## src/rtl/des_round_ctrl.sv

```systemverilog
// Sequencer for the iterative DES round datapath: accepts one job, owns the
// C/D key-schedule registers and round counter, and steps 16 Feistel rounds.
module des_round_ctrl #(
  parameter int unsigned LOAD_CYCLE = 1
) (
  input  logic        clk,
  input  logic        rst_n,
  input  logic        in_valid,
  output logic        in_ready,
  input  logic        in_decrypt,
  input  logic [55:0] in_key,
  output logic        dp_load,
  output logic        dp_round_en,
  output logic [3:0]  dp_round,
  output logic [55:0] dp_cd,
  output logic        out_valid,
  input  logic        out_ready,
  output logic        busy
);

  typedef enum logic [1:0] {IDLE, LOAD, ROUND, DONE} state_t;

  state_t      state, state_next;
  logic        mode, mode_next;
  logic [3:0]  cnt, cnt_next;
  logic [27:0] c, c_next;
  logic [27:0] d, d_next;
  logic [3:0]  n;
  logic [1:0]  s;

  function automatic logic [27:0] rotl(input logic [27:0] x, input logic [1:0] amt);
    return (amt == 2'd2) ? {x[25:0], x[27:26]} : {x[26:0], x[27]};
  endfunction

  function automatic logic [27:0] rotr(input logic [27:0] x, input logic [1:0] amt);
    return (amt == 2'd2) ? {x[1:0], x[27:2]} : {x[0], x[27:1]};
  endfunction

  // Per-round shift for the step that produces round n's key.
  function automatic logic [1:0] shift_amt(input logic [3:0] idx);
    return (idx == 4'd1 || idx == 4'd8 || idx == 4'd15) ? 2'd1 : 2'd2;
  endfunction

  always_ff @(posedge clk or negedge rst_n) begin
    if (!rst_n) begin
      state <= IDLE;
      mode  <= 1'b0;
      cnt   <= 4'd0;
      c     <= 28'd0;
      d     <= 28'd0;
    end else begin
      state <= state_next;
      mode  <= mode_next;
      cnt   <= cnt_next;
      c     <= c_next;
      d     <= d_next;
    end
  end

  always_comb begin
    state_next  = state;
    mode_next   = mode;
    cnt_next    = cnt;
    c_next      = c;
    d_next      = d;
    n           = cnt + 4'd1;
    s           = shift_amt(n);
    in_ready    = (state == IDLE);
    busy        = (state != IDLE);
    dp_round_en = (state == ROUND);
    out_valid   = (state == DONE);
    dp_round    = cnt;
    dp_cd       = {c, d};
    // Without a LOAD state the datapath captures the block during acceptance.
    if (LOAD_CYCLE != 0) dp_load = (state == LOAD);
    else                 dp_load = (state == IDLE) && in_valid;

    case (state)
      IDLE: begin
        if (in_valid) begin
          mode_next = in_decrypt;
          cnt_next  = 4'd0;
          // Decrypt starts from K16's C/D, which equals the unshifted PC-1 key.
          if (in_decrypt) begin
            c_next = in_key[55:28];
            d_next = in_key[27:0];
          end else begin
            c_next = rotl(in_key[55:28], 2'd1);
            d_next = rotl(in_key[27:0], 2'd1);
          end
          state_next = (LOAD_CYCLE != 0) ? LOAD : ROUND;
        end
      end
      LOAD: state_next = ROUND;
      ROUND: begin
        if (cnt == 4'd15) begin
          state_next = DONE;
        end else begin
          cnt_next = n;
          if (mode) begin
            c_next = rotr(c, s);
            d_next = rotr(d, s);
          end else begin
            c_next = rotl(c, s);
            d_next = rotl(d, s);
          end
        end
      end
      DONE: if (out_ready) state_next = IDLE;
      default: state_next = IDLE;
    endcase
  end

endmodule

```

## config.mk

```make
export PLATFORM = sky130hd
export DESIGN_NAME = des_round_ctrl
export DESIGN_NICKNAME = d
export VERILOG_FILES = /design/src/rtl/des_round_ctrl.sv
export SDC_FILE = /design/constraint.sdc
export NUM_CORES = 1
export LEC_CHECK = 0
export BUFFER_PORTS_ARGS = -buffer_cell sky130_fd_sc_hd__clkbuf_2
export CELL_PAD_IN_SITES_DETAIL_PLACEMENT = 0
export CELL_PAD_IN_SITES_GLOBAL_PLACEMENT = 1
export CORE_MARGIN = 2
export CORE_UTILIZATION = 44
export CTS_BUF_LIST = sky130_fd_sc_hd__clkbuf_8
export DETAILED_ROUTE_END_ITERATION = 7
export GPL_TIMING_DRIVEN = 0
export PLACE_DENSITY = 0.95
export SLEW_MARGIN = 25
export SYNTH_ARGS = -nofsm -noshare
export SYNTH_HDL_FRONTEND = slang
export SYNTH_SLANG_ARGS = --single-unit
```

## constraint.sdc

```tcl
create_clock -name clk -period 3.35 [get_ports clk]
set_input_delay 0.67 -clock clk [delete_from_list [all_inputs] [get_ports clk]]
set_output_delay 0.67 -clock clk [all_outputs]
set_load 0.03 [all_outputs]
```

-- After elaboration in Yosys (flattened, before gate mapping)
Cells that the tools add are included.
- register bits after elaboration: 63
- bits of input ports: 61
- output and inout bits: 65
- $add $sub $neg: 1
- equal/unequal tests: 12
- muxes and demuxes: 22
- reductions and logical operators: 8
- operator list (kind ; count):
    2-to-1 mux 28 bit ; 12
    one-hot mux 28 bit (2 select lines) ; 2
    == test 4 bit (second input constant) ; 3
    2-to-1 mux 2 bit ; 4
    2-to-1 mux 4 bit ; 2
    one-hot mux 2 bit (4 select lines) ; 1
    one-hot mux 4 bit (2 select lines) ; 1
    == test 2 bit (second input constant) ; 3
    AND reduction 3 bit ; 2
    adder 4 x 1 -> 4 bit (second input constant) ; 1
    == test 4 x 1 -> 1 bit (second input constant) ; 1
    inequality test 2 x 1 -> 1 bit (second input constant) ; 2
    inequality test 2 bit (second input constant) ; 2
    nonzero test 2 bit ; 2
    == test 2 x 1 -> 1 bit (second input constant) ; 1
    zero test 2 bit ; 1
    logical OR 1 bit ; 2
    AND reduction 2 bit ; 1

-- Logic depth before layout (Yosys ltp)
- depth after elaboration: 10
- gate-level depth with buffers: 10
- mapped depth without buffers: 7

-- Least setup slack after synthesis
No wires, ideal clock.
- kind: reg-to-reg
- start: reg cnt[0] (netlist: dp_round[0])
- end: reg d[26]
- library setup time: 0.126 ns
- arrival: 2.231 ns
- slack: 0.993 ns
- cell stages (with the launch flop): 10
- buffers on the path: 2
- path through: dfrtp_1 > inv_1 > ha_1 > a21o_1 > a221o_1 > buf_4 > buf_2 > nand3_1 > a31oi_1 > a221o_1
- word-level cells in the longest chain between the ends: 10
- ends and longest elaborated chain (what ; RTL line ; text):
    start, declared ; 25 ; logic [3:0] cnt, cnt_next;
    start signal, assigned ; 54 ; cnt <= cnt_next;
    adder 4 x 1 -> 4 bit ; 66 ; n = cnt + 4'd1;
    == test 4 x 1 -> 1 bit / == test 4 bit (equally long branches) ; 41 ; return (idx == 4'd1 || idx == 4'd8 || idx == 4'd15) ? 2'd1 : 2'd2;
    logical OR 1 bit (2 in a row) ; 41 ;
    2-to-1 mux 2 bit ; 41 ;
    == test 2 bit ; 32, 36 ;
    2-to-1 mux 28 bit, on equally long branches ; 32, 36 ;
    2-to-1 mux 28 bit ; 100 ; if (mode) begin
    2-to-1 mux 28 bit ; 96 ; if (cnt == 4'd15) begin
    one-hot mux 28 bit (2 select lines) ; 78 ; case (state)
    end signal, assigned ; 56 ; d <= d_next;
    end, declared ; 27 ; logic [27:0] d, d_next;
Parallel ways exist; a longest one is shown, timed or not. The select of a mux whose other input is x is not followed.
A chain may end at the register's enable or synchronous reset.

-- Final worst setup path
- start: reg cnt[0] (netlist: dp_round[0])
- end: reg d[11]
Same word-level chain as after synthesis.

==> results.md <==
* Outcome: finished clean
* Setup crit end kind: flip-flop
* Routed WL per cell at 21.07 um
* Final hold slack at 0.2895 ns
* Global Route Usage Sum at 0.3102
* Antenna Cells at 0
* Flip-flop and latch area at 1577 um2
* Largest net degree at the start of global routing at 34
* Endpoints failing setup at 0
* Top cells by area, synth: dfrtp_1 31%, mux2i_1 8.6%, a21oi_1 8.3%, nor3_1 6.9%, o31ai_1 4.7%
* Hold Buf Count CTS at 0
* Power Density at 1301 nW/um2
* Total power at 7.979 mW
* FMAX at 355.2 MHz
* Port bufs at around 120
* # nets final at 841
* Final period util at 0.8404
* Synth Area in Adders at 0.01708
* Main combinational cell family by area after synthesis: compound AO/OA/AOI/OAI gates
* Chip Width at around 110 um
* Netlist cell types at 46
* Syn Nets at 705
* Clock Path Buffers at 2
* Sequential area share after synthesis at 0.3075
* Vias at 5923
* Number of top-level pins at 126
* Max-cap violations at 0
* DR pass1 iterations at 6
* Hold crit path type: input pin to asynchronous set/reset pin
* Grt ovf at 0
* # resized after CTS at 0
* Hpwl dp at 14.32 mm
* Starting Density at 0.4490
* Power share of the clock group at 0.081
* WP data arrival at 3.03 ns
* Area leader, netlist: dfrtp_1
* Slew margin rel. at 0.3676
* Post-synth top area share at 0.3075
* Simple-gate area share of the yosys netlist at 0.1674
* Combinational fraction of design power at 0.711
* Sw Share at 0.5848
* 1st-iter DRT viols at approximately 630
* CTS tree: yes
* Row count at 39
* Number of flops mapped to enable cells by yosys at 0
* Share of synthesized flip-flops with an asynchronous set or reset at 1.000
* Kind of cell adding the most delay to the critical path: compound AO/OA/AOI/OAI gates
* Fin. max-slew vios at 0
* Worst EP required at 3.57 ns
* Buf/Inv on CP at 2
* Clock sink total at 63
* H-tree Lvls at 3
* Clock skew at 0.01021 ns
* Yosys warnings at 0
* Min cycle time layout at approximately 2.8 ns
* Crit path largest cell delay at 0.50 ns
* Area delta synth->final at 19.59%
* Critical-path cell list: inv_1, ha_1, a21o_1, a221oi_1, buf_2, nor2_1, o311ai_0, a21oi_1
* Worst skew pair latency at between 0.3 and 0.4 ns
* RSZ-0062 raised after global routing: no
* Worst-margin pin slew at 0.9451 ns
* Synth Area in XOR/XNOR at 0.001708
* Startpoint types: flip-flop
* Die area at between 10000 and 15000 um2
* Vias per inst at ~6.4
* Syn avg cell area at a little over 8 um2
* Pint at 3.313 mW
* LEAKAGE at between 2 and 3 nW
* Setup CP Type: flip-flop to flip-flop
* First-pass GRT wire length at 31.00 mm
* Root Driver: clkbuf_8
* Layout cells sized above 1 at 0.2371
* Final WL at roughly 19 mm
* Placer Congestion at 0.9389
* Setup total negative slack at 0 ns
* Multiplexer share of the synthesized area at 0.1188
* Psw at between 4 and 5 mW
* Die Ht at 112.0 um
* Area of the multi-input gates at 3151 um2
* Max VDD drop at roughly 0.6 mV
* Slowest stage cell, crit path: a221oi_1
* ANT nets after route at 0
* Mapped Cells at 637
* Synthesized cell area at 5127 um2
* Number of global-route vias before repair at a little under 6000
* Top_reg_cell synth: dfrtp_1
* Register bit total from synthesis at 63
* Final-layout fill cell count at 1145
* CP max FO at 10
* CTS Buf Count at 9
* DR DRC count at 0
* Compound-Gate Fraction of Synth Area at 0.3094
* Sequential power share at 0.208
* Number of post-CTS setup repair buffers at 0
* Post-layout util at 0.5370
* Hold Fails Final Rpt at 0
* Core area at 11420 um2
* Clock-pin slew on the worst setup and hold paths at 0.07 ns
* Initial antenna violation count at 0
-- registers in the layout (all words and copies together) (netlist names) --
name,flops
c,28
mode,1
dp_round,4
state,2
d,28
-- cell usage in the layout, fill, tap and decap left out, types with 14 or more instances in the layout --
| cell type | synthesis | layout |
|---|---|---|
| o31ai_1 | 32 | 32 |
| clkbuf_1 | 36 | 36 |
| mux2i_1 | 44 | 44 |
| nor3_1 | 71 | 71 |
| buf_2 | 20 | 20 |
| mux2_2 | 15 | 15 |
| o21ai_0 | 33 | 33 |
| dfrtp_1 | 63 | 63 |
| nor2_1 | 18 | 18 |
| and3_1 | 18 | 18 |
| a211oi_1 | 26 | 26 |
| inv_1 | 27 | 28 |
| o21ai_1 | 31 | 31 |
| a21oi_1 | 85 | 85 |
| clkbuf_2 | 0 | 123 |
| nor2b_1 | 16 | 16 |
| nand3_1 | 14 | 14 |
-- path summary, 6_finish.rpt --
check,start,to,slack [ns],cells past startpoint
worst min register to register,c[14],c[14],0.55,2
worst max-delay path,dp_round[0],d[11],0.53,8
worst max register to register,dp_round[0],d[11],0.53,8
max in group asynchronous,rst_n,d[0],2.50,2
worst min-delay path,rst_n,c[11],0.29,1
min in group clk,c[14],c[14],0.55,2
-- Yosys cell counts (2+ instances only) --
master	n
a2111oi_0	4
a211o_1	8
a211oi_1	26
a21oi_1	85
a221o_1	8
a221oi_1	2
a31oi_1	5
and2_1	5
and3_1	18
and3b_1	2
buf_1	6
buf_2	20
buf_4	2
buf_6	2
clkbuf_1	36
dfrtp_1	63
ha_1	7
inv_1	27
mux2_2	15
mux2i_1	44
nand2_1	7
nand2b_1	2
nand3_1	14
nor2_1	18
nor2b_1	16
nor3_1	71
o21ai_0	33
o21ai_1	31
o22a_1	2
o311ai_0	7
o311ai_1	3
o31a_1	2
o31ai_1	32
or3_1	2
-- per-stage QoR --
step	area, um2	instances	setup WS [ns]
finish	6132	919	0.5347
global route	6132	919	0.3218
CTS	6132	919	0.6052
detailed placement	5949	905	0.6344
global placement	5927	904	0.6710
floorplan	5127	637	0.9935
-- layer usage --
layer  share of wire  routed length (um)  track usage
met5               0                   0            0
met4           0.041                 798       0.1390
met3           0.084                1629      0.04518
met2            0.44                8583       0.4889
met1            0.43                8349       0.4252
-- final cells by class --
type                    count  share of cell area
well taps                 143             0.02918
plain buffers              66             0.04815
multi-input cells         480              0.5138
clock buffers              13             0.02918
clock inverters             1           0.0006121
repair buffers            125              0.1049
inverters                  28             0.01714
flip-flops and latches     63              0.2571
-- power groups by stage --
stage / Combinational, mW / Clock, mW / Sequential [mW]
6_report: 5.67 / 0.650 / 1.66
5_1_grt: 6.12 / 0.686 / 1.71
4_1_cts: 5.55 / 0.654 / 1.64
3_5_place_dp: 5.53 / 0 / 1.65
3_3_place_gp: 5.44 / 0 / 1.63
2_1_floorplan: 3.26 / 0 / 2.22
-- cell families after synthesis --
| family | count (synthesis) |
|---|---|
| flops | 63 |
| compound gates | 253 |
| fa+ha+maj | 7 |
| mux | 59 |
| buf+inv | 94 |
| xor+xnor | 1 |
| simple gates | 160 |
Power figures use the tool's default switching activity.
